==> src/rtl/trap_shaper_cfg.sv <==
// Trapezoidal pulse shaper with runtime-loadable k/l/M/shift/bypass and a 4-edge pipeline.
// Handshake: a sample is taken on an edge with in_valid & in_ready; in_ready is low outside RUN, during cfg_load and reset.
module trap_shaper_cfg #(
  parameter int DATA_W  = 16,
  parameter int ACC_W   = 40,
  parameter int DEPTH   = 64,
  parameter int M_W     = 16,
  parameter int K_DEF   = 4,
  parameter int L_DEF   = 8,
  parameter int M_DEF   = 0,
  parameter int SH_DEF  = 0,
  parameter int BYP_DEF = 1
) (
  input  logic                         clk,
  input  logic                         reset,
  input  logic                         in_valid,
  output logic                         in_ready,
  input  logic [DATA_W-1:0]            in_data,
  input  logic                         cfg_load,
  input  logic [$clog2(DEPTH+1)-1:0]   cfg_k,
  input  logic [$clog2(DEPTH+1)-1:0]   cfg_l,
  input  logic [M_W-1:0]               cfg_m,
  input  logic [4:0]                   cfg_shift,
  input  logic                         cfg_bypass,
  output logic                         cfg_err,
  output logic                         out_valid,
  output logic [DATA_W-1:0]            out_data,
  output logic                         out_settled,
  output logic                         ovf_sticky
);

  localparam int CW  = $clog2(DEPTH+1);
  localparam int DW  = DATA_W + 2;
  localparam int MDW = M_W + 1 + DW;

  localparam logic signed [ACC_W-1:0] SAT_MAX = {{(ACC_W-DATA_W+1){1'b0}}, {(DATA_W-1){1'b1}}};
  localparam logic signed [ACC_W-1:0] SAT_MIN = {{(ACC_W-DATA_W+1){1'b1}}, {(DATA_W-1){1'b0}}};

  typedef enum logic {ST_CLEAR = 1'b0, ST_RUN = 1'b1} state_t;

  state_t                   state_q, state_d;
  logic [CW-1:0]            k_q, k_d, l_q, l_d;
  logic [M_W-1:0]           m_q, m_d;
  logic [4:0]               sh_q, sh_d;
  logic                     byp_q, byp_d;
  logic [DATA_W-1:0]        dl_q [DEPTH+1];
  logic [DATA_W-1:0]        dl_d [DEPTH+1];
  logic                     v0_q, v0_d, v1_q, v1_d, v2_q, v2_d, v3_q, v3_d;
  logic signed [DW-1:0]     d1_q, d1_d, d2_q, d2_d;
  logic signed [MDW-1:0]    md_q, md_d;
  logic signed [ACC_W-1:0]  p_q, p_d, s_q, s_d;
  logic                     out_valid_q, out_valid_d;
  logic [DATA_W-1:0]        out_data_q, out_data_d;
  logic                     settled_q, settled_d, ovf_q, ovf_d, cfg_err_q, cfg_err_d;
  logic [CW:0]              cnt_q, cnt_d;

  logic [CW:0]              kl_sum, kl_cfg;
  logic [CW-1:0]            kl_idx;
  logic signed [DW-1:0]     tap0, tapk, tapl, tapkl;
  logic signed [MDW-1:0]    m_ext, d1_wide;
  logic signed [ACC_W-1:0]  d1_acc, d2_acc, md_acc, s_shift;
  logic                     cfg_ok, accept, load_ok, load_bad;

  // Combinational ready so a cfg_load cycle never also swallows a sample.
  assign in_ready = (state_q == ST_RUN) && !cfg_load && !reset;
  assign accept   = in_valid && in_ready;

  assign kl_cfg   = {1'b0, cfg_k} + {1'b0, cfg_l};
  assign cfg_ok   = (cfg_k != '0) && (cfg_k <= cfg_l) && (kl_cfg <= (CW+1)'(DEPTH));
  assign load_ok  = (state_q == ST_RUN) && cfg_load && cfg_ok;
  assign load_bad = (state_q == ST_RUN) && cfg_load && !cfg_ok;

  assign kl_sum = {1'b0, k_q} + {1'b0, l_q};
  assign kl_idx = kl_sum[CW-1:0];

  // dl_q[0] is x[n]; dl_q[i] is x[n-i].
  assign tap0  = {{2{dl_q[0][DATA_W-1]}},      dl_q[0]};
  assign tapk  = {{2{dl_q[k_q][DATA_W-1]}},    dl_q[k_q]};
  assign tapl  = {{2{dl_q[l_q][DATA_W-1]}},    dl_q[l_q]};
  assign tapkl = {{2{dl_q[kl_idx][DATA_W-1]}}, dl_q[kl_idx]};

  assign m_ext   = {{(MDW-M_W){1'b0}}, m_q};
  assign d1_wide = {{(MDW-DW){d1_q[DW-1]}}, d1_q};
  assign d1_acc  = {{(ACC_W-DW){d1_q[DW-1]}}, d1_q};
  assign d2_acc  = {{(ACC_W-DW){d2_q[DW-1]}}, d2_q};
  assign md_acc  = {{(ACC_W-MDW){md_q[MDW-1]}}, md_q};
  assign s_shift = s_q >>> sh_q;

  always_comb begin
    state_d     = state_q;
    k_d         = k_q;
    l_d         = l_q;
    m_d         = m_q;
    sh_d        = sh_q;
    byp_d       = byp_q;
    dl_d        = dl_q;
    p_d         = p_q;
    s_d         = s_q;
    out_data_d  = out_data_q;
    settled_d   = settled_q;
    ovf_d       = ovf_q;
    cnt_d       = cnt_q;
    cfg_err_d   = 1'b0;

    v0_d = accept;
    if (accept) begin
      for (int i = DEPTH; i > 0; i--) dl_d[i] = dl_q[i-1];
      dl_d[0] = in_data;
    end

    v1_d = v0_q;
    d1_d = tap0 - tapk - tapl + tapkl;

    v2_d = v1_q;
    d2_d = d1_q;
    md_d = m_ext * d1_wide;
    if (v1_q) p_d = p_q + d1_acc;

    // p_q already holds p_new for the sample now in stage 3.
    v3_d = v2_q;
    if (v2_q) s_d = s_q + (byp_q ? d2_acc : (p_q + md_acc));

    out_valid_d = v3_q;
    if (v3_q) begin
      if (s_shift > SAT_MAX) begin
        out_data_d = SAT_MAX[DATA_W-1:0];
        ovf_d      = 1'b1;
      end else if (s_shift < SAT_MIN) begin
        out_data_d = SAT_MIN[DATA_W-1:0];
        ovf_d      = 1'b1;
      end else begin
        out_data_d = s_shift[DATA_W-1:0];
      end
      if (cnt_q < kl_sum) cnt_d = cnt_q + (CW+1)'(1);
      settled_d = (cnt_d >= kl_sum);
    end

    // The sample leaving stage 3 this edge still emerges; younger ones are dropped.
    if (load_ok) begin
      k_d     = cfg_k;
      l_d     = cfg_l;
      m_d     = cfg_m;
      sh_d    = cfg_shift;
      byp_d   = cfg_bypass;
      v0_d    = 1'b0;
      v1_d    = 1'b0;
      v2_d    = 1'b0;
      v3_d    = 1'b0;
      state_d = ST_CLEAR;
    end
    if (load_bad) cfg_err_d = 1'b1;

    if (state_q == ST_CLEAR) begin
      for (int i = 0; i <= DEPTH; i++) dl_d[i] = '0;
      p_d         = '0;
      s_d         = '0;
      v0_d        = 1'b0;
      v1_d        = 1'b0;
      v2_d        = 1'b0;
      v3_d        = 1'b0;
      out_valid_d = 1'b0;
      cnt_d       = '0;
      settled_d   = 1'b0;
      ovf_d       = 1'b0;
      state_d     = ST_RUN;
    end
  end

  always_ff @(posedge clk) begin
    if (reset) begin
      state_q     <= ST_CLEAR;
      k_q         <= CW'(K_DEF);
      l_q         <= CW'(L_DEF);
      m_q         <= M_W'(M_DEF);
      sh_q        <= 5'(SH_DEF);
      byp_q       <= 1'(BYP_DEF);
      for (int i = 0; i <= DEPTH; i++) dl_q[i] <= '0;
      v0_q        <= 1'b0;
      v1_q        <= 1'b0;
      v2_q        <= 1'b0;
      v3_q        <= 1'b0;
      d1_q        <= '0;
      d2_q        <= '0;
      md_q        <= '0;
      p_q         <= '0;
      s_q         <= '0;
      out_valid_q <= 1'b0;
      out_data_q  <= '0;
      settled_q   <= 1'b0;
      ovf_q       <= 1'b0;
      cfg_err_q   <= 1'b0;
      cnt_q       <= '0;
    end else begin
      state_q     <= state_d;
      k_q         <= k_d;
      l_q         <= l_d;
      m_q         <= m_d;
      sh_q        <= sh_d;
      byp_q       <= byp_d;
      dl_q        <= dl_d;
      v0_q        <= v0_d;
      v1_q        <= v1_d;
      v2_q        <= v2_d;
      v3_q        <= v3_d;
      d1_q        <= d1_d;
      d2_q        <= d2_d;
      md_q        <= md_d;
      p_q         <= p_d;
      s_q         <= s_d;
      out_valid_q <= out_valid_d;
      out_data_q  <= out_data_d;
      settled_q   <= settled_d;
      ovf_q       <= ovf_d;
      cfg_err_q   <= cfg_err_d;
      cnt_q       <= cnt_d;
    end
  end

  assign cfg_err     = cfg_err_q;
  assign out_valid   = out_valid_q;
  assign out_data    = out_data_q;
  assign out_settled = settled_q;
  assign ovf_sticky  = ovf_q;

endmodule
==> config.mk <==
export PLATFORM = sky130hd
export DESIGN_NAME = trap_shaper_cfg
export DESIGN_NICKNAME = d
export VERILOG_FILES = /design/src/rtl/trap_shaper_cfg.sv
export SDC_FILE = /design/constraint.sdc
export NUM_CORES = 2
export LEC_CHECK = 0
export ABC_CLOCK_PERIOD_IN_PS = 8800
export CAP_MARGIN = 10
export CORE_UTILIZATION = 35
export DETAILED_ROUTE_END_ITERATION = 10
export PLACE_DENSITY = 0.6
export REMOVE_ABC_BUFFERS = 1
export SETUP_SLACK_MARGIN = 0.4
export SLEW_MARGIN = 5
export SYNTH_ARGS = -nofsm -noshare
export SYNTH_HDL_FRONTEND = slang
export SYNTH_SLANG_ARGS = --single-unit
==> constraint.sdc <==
create_clock -name clk -period 8.8 [get_ports clk]
set_clock_uncertainty 0.05 [all_clocks]
set_input_delay 2.64 -clock clk [delete_from_list [all_inputs] [get_ports clk]]
set_output_delay 2.64 -clock clk [all_outputs]
set_load 0.05 [all_outputs]
==> qor.txt <==
Status - finished, final reports clean
CTS clock-pin slew for the worst setup and hold paths - 70 ps
Cell Count, Final, Fillers Out - 12400
Leakage - 0.0396 uW
CP arrival - 7960 ps
Post-DP Area - 91800 um2
Synth Instances - 9297
Top-count cell post-synth - nand2_1
Worst skew pair latency - 810 ps
Final ANT Viol Nets - 0
Fill cells - 24400
Share of post-route cells with drive strength above 1 - 0.160
Crit end category - flip-flop
Unrepaired setup endpoints after global routing - false
Cell-internal power - 9870 uW
Minimum clock period - 7380 ps
Post-synth EDFFs - 0
Max Cap Violations - 0
Pwr dens - 145 nW/um2
Drt initial violations - 6531
Largest family of logic cells by synthesized area - multiplexers
Die ar. - 255000 um2
WP data required - 9380 ps
Area of the multi-input gates - 58800 um2
Slew @ Worst Pin - 1240 ps
FF+latch area - 25300 um2
Asr flop ratio synth - 0
Die Y - 505 um
Final hold violations - 0
TritonCTS buffer count - 142
Final worst setup slack - 1420 ps
Hpwl dp - 161000 um
Residual DRC - 0
DIE WIDTH - 505 um
Area share of the largest cell type after synthesis - 0.285
Initial Utilization - 0.352
Total track usage - 0.193
Synthesized cell area - 88400 um2
Crit-path max FO - 18
CTS Hold Bufs - 0
Mux cell area share after synthesis - 0.276
Area Growth Syn to Fin - 9.23%
#FFs+latches synth - 1260
First-pass GRT wire length - 399000 um
Setup Buffers After CTS - 0
Cell row count - 184
Post-Synth Adder-Cell Area - 0.112
Wire per inst - 20.3 um
Post-Synth XOR/XNOR Area - 0.0148
Clock Power Share - 0.434
Clock sinks - 1260
Largest net degree at the start of global routing - 245
Total negative setup slack - 0 ps
Initial antenna violation count - 4
Setup Viol. Count Final - 0
Pins Over Slew Limit - 0
Nets - 9550
Total Wirelength - 251000 um
Dominant synthesized flop cell - dfxtp_1
Net Sw Frac - 0.294
Vias in the first global route - 68800
H-tree depth - 4
IO buf count - 76
DP Worst Slack - 1510 ps
Vias - 70200
Synth cell count leaders - 2499 x nand2_1, 1260 x dfxtp_1, 1111 x nand3_1
CP Class - reg2reg
I/O pins - 77
Grt ovf - 0
Count of cell types in the netlist - 88
Bufs on Longest Clock Path - 3
Headroom to the max-slew limit - 0.173
Avg Inst Size Synth - 9.51 um2
Final Cycle Share - 0.838
CTS resizes - 0
Top cells by area, synth - dfxtp_1 29%, mux4_2 26%, nand2_1 11%
Worst Hold Margin - 404 ps
Simple-gate share of the synthesized area - 0.204
Average vias per placed instance - 5.68
TritonCTS clock tree - yes
CP Launch Type - flip-flop
Compound-gate portion of the synthesized area - 0.0562
Dpl cells - 12100
Fmax - 136 MHz
Worst hold path type - reg2reg
NetSw - 4120 uW
GP Congestion - 0.879
Root Driver - clkbuf_16
Sequential area share after synthesis - 0.285
DRT Pass-1 Iters - 8
Max IR drop VDD - 0.000197 V
Core area - 251000 um2
Synth area leader - dfxtp_1
Gate power share - 0.139
Final instance area - 96600 um2
Flop pwr share - 0.428
YS warnings - 0
-- power by group through the flow --
stage | Clock [uW] | Sequential (uW) | Combinational [uW]
floorplan | 0 | 6090 | 1300
global placement | 0 | 6100 | 1900
detailed placement | 0 | 6110 | 1930
CTS | 6190 | 5980 | 1940
global route | 6410 | 5990 | 2110
finish | 6070 | 5980 | 1940
-- final cells by class --
cell class                      count  area share
Antenna cell                        3   0.0000777
Clock buffer                      205      0.0427
Clock inverter                     51     0.00645
Inverter                          459      0.0179
Multi-Input combinational cell   6851       0.608
Sequential cell                  1260       0.262
Tap cell                         3348      0.0434
Timing Repair Buffer              188      0.0195
-- layer usage --
metal  up-vias  track usage  share of wire
met5         -            0              0
met4         0       0.0654          0.033
met3       460       0.0334          0.074
met2      2685        0.314           0.48
met1     34900        0.259           0.42
li1      32100            -              -
-- placed cells by master (no fill, tap or decap), types with 26 or more instances in the layout --
cell             count
a211oi_1            28
a21o_1             109
a21oi_1            186
a22oi_1             31
a31oi_1             26
and2_1             124
and3_1              26
buf_4               90
clkbuf_1            31
clkbuf_16          143
clkbuf_8            31
clkdlybuf4s50_1     75
dfxtp_1           1241
fa_1               330
ha_1               260
inv_1              451
mux2i_1            110
mux4_2            1026
nand2_1           2498
nand3_1           1111
nor2_1             258
nor2b_1             49
nor3_1              46
o21a_1              29
o21ai_0            125
o21bai_1            29
xnor2_1             89
xor2_1              55
-- critical path, stage by stage (launching register included) --
cell and delay [ps]:
dfxtp_1 950, nand2_1 200, fa_1 540, fa_1 580, fa_1 460, fa_1 540, inv_1 50, fa_1 480
inv_1 50, fa_1 470, inv_1 40, ha_1 330, a21o_1 190, a41oi_1 450, o211a_1 340, a211oi_1 110
o41ai_1 510, a22oi_1 230, a221oi_1 410, xor2_1 180, nor2_1 50
-- through the flow --
| stage | total power, uW | utilization |
|---|---|---|
| 3_5_place_dp | 8040 | 0.366 |
| 6_report | 14000 | 0.385 |
| 3_3_place_gp | 8000 | 0.366 |
| 5_1_grt | 14500 | 0.385 |
| 2_1_floorplan | 7390 | - |
| 4_1_cts | 14100 | 0.384 |
-- path summary, 6_finish.rpt --
check            from       end  slack [ps]  cells after the start
max          d1_q[10]  md_q[33]        1420                     20
min              v0_q      v1_q         400                      1
max reg2reg  d1_q[10]  md_q[33]        1420                     20
min reg2reg      v0_q      v1_q         400                      1
-- state kept, by name (all words and copies together) (netlist names), 5 cells and up --
name      cells
k_q           7
sh_q          5
m_q          16
l_q           7
p_q          40
d1_q         18
cnt_q         8
md_q         35
s_q          40
d2_q         18
out_data     16
dl_q       1040
-- kinds of logic (layout without fill, tap and decap cells) --
kind of cell               after synthesis  after routing
DFF                                   1260           1260
other                                    0              3
AOI/OAI and AO/OA                      743            743
and+or+nand+nor                       4214           4214
adders and majority gates              592            592
buffers and inverters                 1186            903
muxes                                 1153           1153
xor gates and xnor gates               149            149
No activity file was read; power rests on OpenSTA's default activity.
